<file path="config.mk">
export PLATFORM = sky130hd
export DESIGN_NAME = mod_video_timing
export DESIGN_NICKNAME = d
export VERILOG_FILES = /design/src/rtl/mod_video_timing.sv
export SDC_FILE = /design/constraint.sdc
export NUM_CORES = 1
export LEC_CHECK = 0
export CAP_MARGIN = 20
export CORE_ASPECT_RATIO = 2
export CORE_MARGIN = 2
export CORE_UTILIZATION = 26
export CTS_CLUSTER_SIZE = 28
export DETAILED_ROUTE_END_ITERATION = 8
export SYNTH_ARGS = -nofsm -noshare
export SYNTH_HDL_FRONTEND = slang
export SYNTH_SLANG_ARGS = --single-unit
export TNS_END_PERCENT = 20
</file>
<file path="constraint.sdc">
create_clock -name in_pix_clk -period 3.5 [get_ports in_pix_clk]
set_clock_uncertainty 0.1 [all_clocks]
set_input_delay 0.7 -clock in_pix_clk [delete_from_list [all_inputs] [get_ports in_pix_clk]]
set_output_delay 0.7 -clock in_pix_clk [all_outputs]
set_load 0.05 [all_outputs]
</file>
<file path="src/rtl/mod_video_timing.sv">
// Pixel-timing master: raster counters plus registered active/sync/strobe flags
// derived from the next-state position so every output lines up with pix_x/pix_y.
module mod_video_timing #(
    parameter int unsigned H_ACTIVE         = 640,
    parameter int unsigned H_FP             = 16,
    parameter int unsigned H_SYNC           = 96,
    parameter int unsigned H_BP             = 48,
    parameter int unsigned V_ACTIVE         = 480,
    parameter int unsigned V_FP             = 10,
    parameter int unsigned V_SYNC           = 2,
    parameter int unsigned V_BP             = 33,
    parameter int unsigned SYNC_ACTIVE_HIGH = 0
) (
    input  logic       in_pix_clk,
    input  logic       in_reset,
    output logic [9:0] out_pix_x,
    output logic [9:0] out_pix_y,
    output logic       out_active,
    output logic       out_hsync,
    output logic       out_vsync,
    output logic       out_line_start,
    output logic       out_frame_latch,
    output logic [7:0] out_frame_count
);

    localparam int unsigned H_TOTAL = H_ACTIVE + H_FP + H_SYNC + H_BP;
    localparam int unsigned V_TOTAL = V_ACTIVE + V_FP + V_SYNC + V_BP;

    localparam logic [9:0]  H_LAST      = 10'(H_TOTAL - 1);
    localparam logic [9:0]  V_LAST      = 10'(V_TOTAL - 1);
    // 11-bit bounds so a sync region ending exactly at 1024 still compares correctly
    localparam logic [10:0] H_ACT_END   = 11'(H_ACTIVE);
    localparam logic [10:0] V_ACT_END   = 11'(V_ACTIVE);
    localparam logic [10:0] H_SYNC_BEG  = 11'(H_ACTIVE + H_FP);
    localparam logic [10:0] H_SYNC_END  = 11'(H_ACTIVE + H_FP + H_SYNC);
    localparam logic [10:0] V_SYNC_BEG  = 11'(V_ACTIVE + V_FP);
    localparam logic [10:0] V_SYNC_END  = 11'(V_ACTIVE + V_FP + V_SYNC);
    localparam logic [9:0]  V_LATCH     = 10'(V_ACTIVE);
    localparam logic        SYNC_ON     = (SYNC_ACTIVE_HIGH != 0);

    logic [9:0] x_q, x_d;
    logic [9:0] y_q, y_d;
    logic       active_q, active_d;
    logic       hsync_q, hsync_d;
    logic       vsync_q, vsync_d;
    logic       line_start_q, line_start_d;
    logic       frame_latch_q, frame_latch_d;
    logic [7:0] frame_count_q, frame_count_d;

    logic [10:0] x_ext, y_ext;

    always_comb begin
        x_d = x_q + 10'd1;
        y_d = y_q;
        if (x_q == H_LAST) begin
            x_d = '0;
            y_d = (y_q == V_LAST) ? '0 : (y_q + 10'd1);
        end

        x_ext = {1'b0, x_d};
        y_ext = {1'b0, y_d};

        active_d      = (x_ext < H_ACT_END) && (y_ext < V_ACT_END);
        hsync_d       = ((x_ext >= H_SYNC_BEG) && (x_ext < H_SYNC_END)) ? SYNC_ON : ~SYNC_ON;
        vsync_d       = ((y_ext >= V_SYNC_BEG) && (y_ext < V_SYNC_END)) ? SYNC_ON : ~SYNC_ON;
        line_start_d  = (x_d == '0);
        frame_latch_d = (x_d == '0) && (y_d == V_LATCH);
        frame_count_d = frame_count_q + {7'd0, frame_latch_d};
    end

    // Reset parks the raster on the last blank pixel so the first free edge lands on (0,0).
    always_ff @(posedge in_pix_clk) begin
        if (in_reset) begin
            x_q           <= H_LAST;
            y_q           <= V_LAST;
            active_q      <= 1'b0;
            hsync_q       <= ~SYNC_ON;
            vsync_q       <= ~SYNC_ON;
            line_start_q  <= 1'b0;
            frame_latch_q <= 1'b0;
            frame_count_q <= '0;
        end else begin
            x_q           <= x_d;
            y_q           <= y_d;
            active_q      <= active_d;
            hsync_q       <= hsync_d;
            vsync_q       <= vsync_d;
            line_start_q  <= line_start_d;
            frame_latch_q <= frame_latch_d;
            frame_count_q <= frame_count_d;
        end
    end

    assign out_pix_x       = x_q;
    assign out_pix_y       = y_q;
    assign out_active      = active_q;
    assign out_hsync       = hsync_q;
    assign out_vsync       = vsync_q;
    assign out_line_start  = line_start_q;
    assign out_frame_latch = frame_latch_q;
    assign out_frame_count = frame_count_q;

endmodule

</file>
Word-level counts from Yosys, hierarchy flattened
Cells that the tools add are included.
{"block": "op_classes", "n_addsub": 3, "magnitude_cmp": 6, "eq_ne": 3, "mux": 5, "n_reduce_logical": 5}
{"operator": "10-bit 2-to-1 mux", "n": 3}
{"operator": "10-bit by 1-bit adder with 10-bit output (second input constant)", "n": 2}
{"operator": "10-bit == test (second input constant)", "n": 2}
{"operator": "10-bit less-than comparator (second input constant)", "n": 2}
{"operator": "10-bit by 9-bit less-than comparator with 1-bit output (second input constant)", "n": 2}
{"operator": "10-bit by 9-bit == test with 1-bit output (second input constant)", "n": 1}
{"operator": "10-bit >= comparator (second input constant)", "n": 1}
{"operator": "10-bit by 9-bit >= comparator with 1-bit output (second input constant)", "n": 1}
{"operator": "10-bit zero test", "n": 1}
{"operator": "8-bit by 1-bit adder with 8-bit output", "n": 1}
{"operator": "1-bit logical AND", "n": 4}
{"operator": "1-bit 2-to-1 mux", "n": 2}
{"block": "totals", "register_bits": 33, "in_bits": 2}

Depth between registers and ports, before layout
{"block": "logic_depth", "ltp_word": 6, "mapped_depth": 14, "mapped_depth_nobuf": 13}

Worst setup path after synthesis
Ideal clock, no wire load.
{"block": "synth_timing", "path_type": "register to register", "startpoint": "register x_q[0], in the netlist out_pix_x[0]", "endpoint": "register frame_count_q[5], in the netlist out_frame_count[5]", "setup_ns": 0.128, "arrival_ns": 2.972, "required_ns": 3.272, "path_slack_ns": 0.300, "path_stages_with_launch": 15, "synth_period_minus_slack_ns": 3.200, "path_cell_list": "dfxtp_1 -> ha_1 -> and4_1 -> buf_4 -> and3_2 -> buf_6 -> o21ai_2 -> a2111oi_4 -> o211ai_2 -> nor2_1 -> ha_1 -> and3_1 -> nand3_1 -> xor2_1 -> nor2_1"}
{"block": "synth_between", "elab_chain_cells": 5, "word_cells_on_any_way": 8, "classes_between": "add/sub: 2; eq/ne: 2; mux: 2; reduce/logical: 2"}
{"element": "start: declaration", "line_no": "41", "text": "logic [9:0] x_q, x_d;"}
{"element": "start signal: assignment", "line_no": "74", "text": "x_q <= H_LAST;"}
{"element": "start signal: assignment", "line_no": "83", "text": "x_q <= x_d;"}
{"element": "10-bit by 1-bit adder with 10-bit output or 10-bit == test (tied branches)", "line_no": "53, 55"}
{"element": "10-bit 2-to-1 mux", "line_no": "55", "text": "if (x_q == H_LAST) begin"}
{"element": "10-bit zero test or 10-bit by 9-bit == test with 1-bit output (tied branches)", "line_no": "67", "text": "frame_latch_d = (x_d == '0) && (y_d == V_LATCH);"}
{"element": "1-bit logical AND *", "line_no": "67"}
{"element": "named net frame_latch_d", "line_no": "47", "text": "logic frame_latch_q, frame_latch_d;"}
{"element": "8-bit by 1-bit adder with 8-bit output *", "line_no": "68", "text": "frame_count_d = frame_count_q + {7'd0, frame_latch_d};"}
{"element": "end signal: assignment", "line_no": "90", "text": "frame_count_q <= frame_count_d;"}
{"element": "end: declaration", "line_no": "48", "text": "logic [7:0] frame_count_q, frame_count_d;"}
Mark *: on every way through the listed nets, which the timed path passes. The rest lies on a longest branch.
A chain may end at the register's enable or synchronous reset.

Worst setup path in the final report
Same ends and word-level chain as after synthesis.

==> reports/metrics.csv <==
stage;metric;value;unit
clock_tree;Inserted Clock Buffers;5;
critical_path;cells along the critical path;ha_1, and4_1, and3_2, o21ai_2, a2111oi_4, o211ai_2, nor2_1, ha_1, and3_1, nand3_1, xor2_1, nor2_1;
logic_synthesis;Yosys cell types;52;
clock_tree;number of H-tree levels;2;
logic_synthesis;ys async rst share;0;%
global_route;total routing usage reported by global routing;13.2;%
sta;RSZ-0062 raised after global routing;no;
sta;final sum of negative setup slack;0;ns
detailed_routing;number of DRC markers in iteration 0;54;
global_route;global-route wire length before repair;7650;um
logic_synthesis;largest area contributor in the synthesized netlist;sky130_fd_sc_hd__dfxtp_1;
sta;Final setup viols;0;
global_route;maximum number of pins on one net before global-route repair;20;
logic_synthesis;primary flip-flop cell chosen by synthesis mapping;sky130_fd_sc_hd__dfxtp_1;
place;cell count after placement;316;
cells_and_area;fraction of final layout cells with drive strength greater than 1;9.32;%
critical_path;endpoint type of the worst setup path;flop;
power;VDD IR max;0.588;mV
critical_path;cell type group with the largest total delay on the critical path;simple AND/OR/NAND/NOR gates;
clock_tree;Clock Tree Buf Depth;2;
detailed_routing;Wirelength per Cell;14.5;um
detailed_routing;total routed wirelength;4700;um
critical_path;Critical Path Source Type;flop;
logic_synthesis;Syn. warnings;0;
global_route;via count of the first global-routing pass;1547;
logic_synthesis;FF+latch count, synth;33;
outcome;outcome;finished clean;
floorplanning;full die area;0.00760;mm^2
detailed_routing;post-detailed-route via-to-cell ratio;4.87;
power;leakage;0.876;nW
clock_tree;number of gates resized after cts;0;
floorplanning;Std-Cell Rows;42;
detailed_routing;drt drc;0;
logic_synthesis;mean cell area of the mapped netlist;8.81;um^2
floorplanning;io pins;35;
clock_tree;Clock Sinks;33;
logic_synthesis;number of synthesized flops with an enable pin;0;
place;RePlAce Congestion;0.872;
critical_path;slowest cell on the critical path;sky130_fd_sc_hd__dfxtp_1;
cells_and_area;Nets;243;
critical_path;slowest stage delay, CP;0.40;ns
critical_path;critical path start-end classification;reg2reg;
job;max-capacitance violation count;0;
clock_tree;number of setup buffers added after CTS;0;
clock_tree;master cell of the clock root buffer;sky130_fd_sc_hd__clkbuf_16;
power;power per cell area;842;mW/mm^2
floorplanning;width of the die;62.6;um
global_route;total overflow reported by the global router;0;
critical_path;CP arrival;3.10;ns
place;DP Wirelength;3550;um
critical_path;Required @ worst endpoint;3.57;ns
logic_synthesis;portion of the post-synthesis area used by sequential elements;36.9;%
worst_hold_path;class of the most critical hold timing path;reg2reg;
global_route;antenna violations before repair;0;
sta;number of hold violations in the final report;0;
cells_and_area;non-filler instance count after layout;324;
sta;worst slew pin tran;0.713;ns
cells_and_area;P&R area growth vs syn;30.9;%
critical_path;WP buf/inv;0;
logic_synthesis;syn nets;211;
clock_tree;clk slew on worst S/H paths;0.06;ns
clock_tree;insertion delay of the later-clocked pin in the worst-skew pair;0.28;ns
floorplanning;starting density of the core;27.0;%
sta;share of the clock period used by the worst path;86.5;%
sta;Max Freq;330;MHz
cells_and_area;Inserted Diodes;0;
logic_synthesis;post-synthesis instance area;0.00179;mm^2
clock_tree;post-cts hold buffer count;0;
sta;max-slew violations;0;
logic_synthesis;leading cell types by total area after synthesis;sky130_fd_sc_hd__dfxtp_1, sky130_fd_sc_hd__xnor2_1, sky130_fd_sc_hd__nor2_1, sky130_fd_sc_hd__xor2_1, sky130_fd_sc_hd__ha_1;
critical_path;largest fanout on the critical path;12;
floorplanning;vertical die dimension;121;um
detailed_routing;residual antenna-violating net count after detailed routing;0;
detailed_routing;vias after detailed routing;1578;
sta;Final min period;3.03;ns
clock_tree;CTS tree;built;
floorplanning;core region area;0.00662;mm^2
place;number of input and output port buffers inserted;34;
sta;worst relative slew slack;52.3;%
logic_synthesis;Synth top area share;36.9;%
logic_synthesis;Syn Inst Count;203;
detailed_routing;first-pass iteration count of the detailed router;4;
[power by group]
| group | internal, W | switching [W] | leakage [nW] |
|---|---|---|---|
| Sequential | 0.000439 | 0.000129 | 0.268 |
| Combinational | 0.000375 | 0.000598 | 0.538 |
| Clock | 0.000261 | 0.000169 | 0.0696 |
[cells in the final DEF, fill, tap and decap left out, types with 3 or more instances in the layout]
| master | instances |
|---|---|
| sky130_fd_sc_hd__inv_1 | 3 |
| sky130_fd_sc_hd__xnor2_1 | 11 |
| sky130_fd_sc_hd__ha_1 | 6 |
| sky130_fd_sc_hd__buf_4 | 4 |
| sky130_fd_sc_hd__nor3_1 | 8 |
| sky130_fd_sc_hd__nand2_1 | 15 |
| sky130_fd_sc_hd__dfxtp_1 | 33 |
| sky130_fd_sc_hd__clkbuf_16 | 5 |
| sky130_fd_sc_hd__nand2b_1 | 3 |
| sky130_fd_sc_hd__xor2_1 | 10 |
| sky130_fd_sc_hd__nand3_1 | 13 |
| sky130_fd_sc_hd__or2_2 | 3 |
| sky130_fd_sc_hd__clkdlybuf4s50_1 | 34 |
| sky130_fd_sc_hd__and3_1 | 5 |
| sky130_fd_sc_hd__nand4_1 | 4 |
| sky130_fd_sc_hd__nor2_1 | 25 |
| sky130_fd_sc_hd__a21oi_1 | 6 |
| sky130_fd_sc_hd__a31oi_1 | 3 |
| sky130_fd_sc_hd__a21o_1 | 4 |
[kinds of logic (layout without fill, tap and decap cells)]
logic type / after synthesis / count (layout) / synth area share, %
muxes: 1 / 1 / 0.560
xor gates and xnor gates: 21 / 21 / 10.3
DFF: 33 / 33 / 36.9
adders and majority gates: 6 / 6 / 4.20
and+or+nand+nor: 92 / 92 / 28.4
AOI/OAI and AO/OA: 34 / 34 / 15.0
buffers and inverters: 16 / 49 / 4.62
[sequential cells by signal, indices dropped and copies added, names as in the netlist]
signal / cells
out_frame_count: 8
out_vsync: 1
out_pix_x: 10
out_pix_y: 10
out_line_start: 1
out_active: 1
out_frame_latch: 1
out_hsync: 1
[Yosys cell counts (2+ instances only)]
cell / count
sky130_fd_sc_hd__xor2_1: 10
sky130_fd_sc_hd__a21oi_1: 6
sky130_fd_sc_hd__xnor2_1: 11
sky130_fd_sc_hd__dfxtp_1: 33
sky130_fd_sc_hd__a211oi_1: 2
sky130_fd_sc_hd__nor2b_1: 2
sky130_fd_sc_hd__nor2_1: 25
sky130_fd_sc_hd__or2_2: 3
sky130_fd_sc_hd__a221oi_1: 2
sky130_fd_sc_hd__nand3_1: 13
sky130_fd_sc_hd__buf_6: 2
sky130_fd_sc_hd__o31a_1: 2
sky130_fd_sc_hd__and3_1: 5
sky130_fd_sc_hd__nor4b_1: 2
sky130_fd_sc_hd__ha_1: 6
sky130_fd_sc_hd__inv_1: 3
sky130_fd_sc_hd__nand4bb_1: 2
sky130_fd_sc_hd__nor3_1: 8
sky130_fd_sc_hd__a21o_1: 4
sky130_fd_sc_hd__nor4_1: 2
sky130_fd_sc_hd__buf_2: 2
sky130_fd_sc_hd__nand4_1: 4
sky130_fd_sc_hd__nand2_1: 15
sky130_fd_sc_hd__nand2b_1: 3
sky130_fd_sc_hd__a31oi_1: 3
sky130_fd_sc_hd__clkbuf_1: 6
sky130_fd_sc_hd__nand3b_1: 2
[metal layers]
layer | part of all wire, % | wire length (um) | vias to the layer above | global-route usage (%)
met5 | 0 | 0 | - | 0
met4 | 3.1 | 144 | 0 | 8.75
met3 | 2.0 | 94 | 9 | 1.67
met2 | 58 | 2710 | 28 | 25.7
met1 | 37 | 1750 | 754 | 12.5
li1 | - | - | 787 | -
[final timing paths]
path                     start            endpoint  slack (ns)  cells after the start
setup / recovery  out_pix_x[0]  out_frame_count[5]        0.47                     12
hold / removal    out_pix_x[0]        out_pix_x[0]        0.42                      1
setup reg to reg  out_pix_x[0]  out_frame_count[5]        0.47                     12
hold reg to reg   out_pix_x[0]        out_pix_x[0]        0.42                      1
[area by class of cell]
| type | instances | area, um^2 |
|---|---|---|
| fill | 713 | 4280 |
| timing repair buffer | 38 | 370 |
| inverter | 3 | 11.3 |
| clock buffer | 5 | 125 |
| tap | 88 | 110 |
| clock inverter | 3 | 17.5 |
| sequential | 33 | 661 |
| multi-input combinational | 154 | 1040 |
[metrics by stage]
step	total power, W	util (%)	setup slack [ns]	hold slack, ns	cell area, um^2
4_1_cts	0.00198	35.3	0.470	0.422	2340
3_3_place_gp	0.00155	33.2	0.544	0.399	2200
2_1_floorplan	0.00129	-	0.300	0.609	1790
5_1_grt	0.00210	35.3	0.233	0.435	2340
6_report	0.00197	35.3	0.474	0.417	2340
3_5_place_dp	0.00155	33.2	0.485	0.409	2200
(Power assumes the default switching activity.)
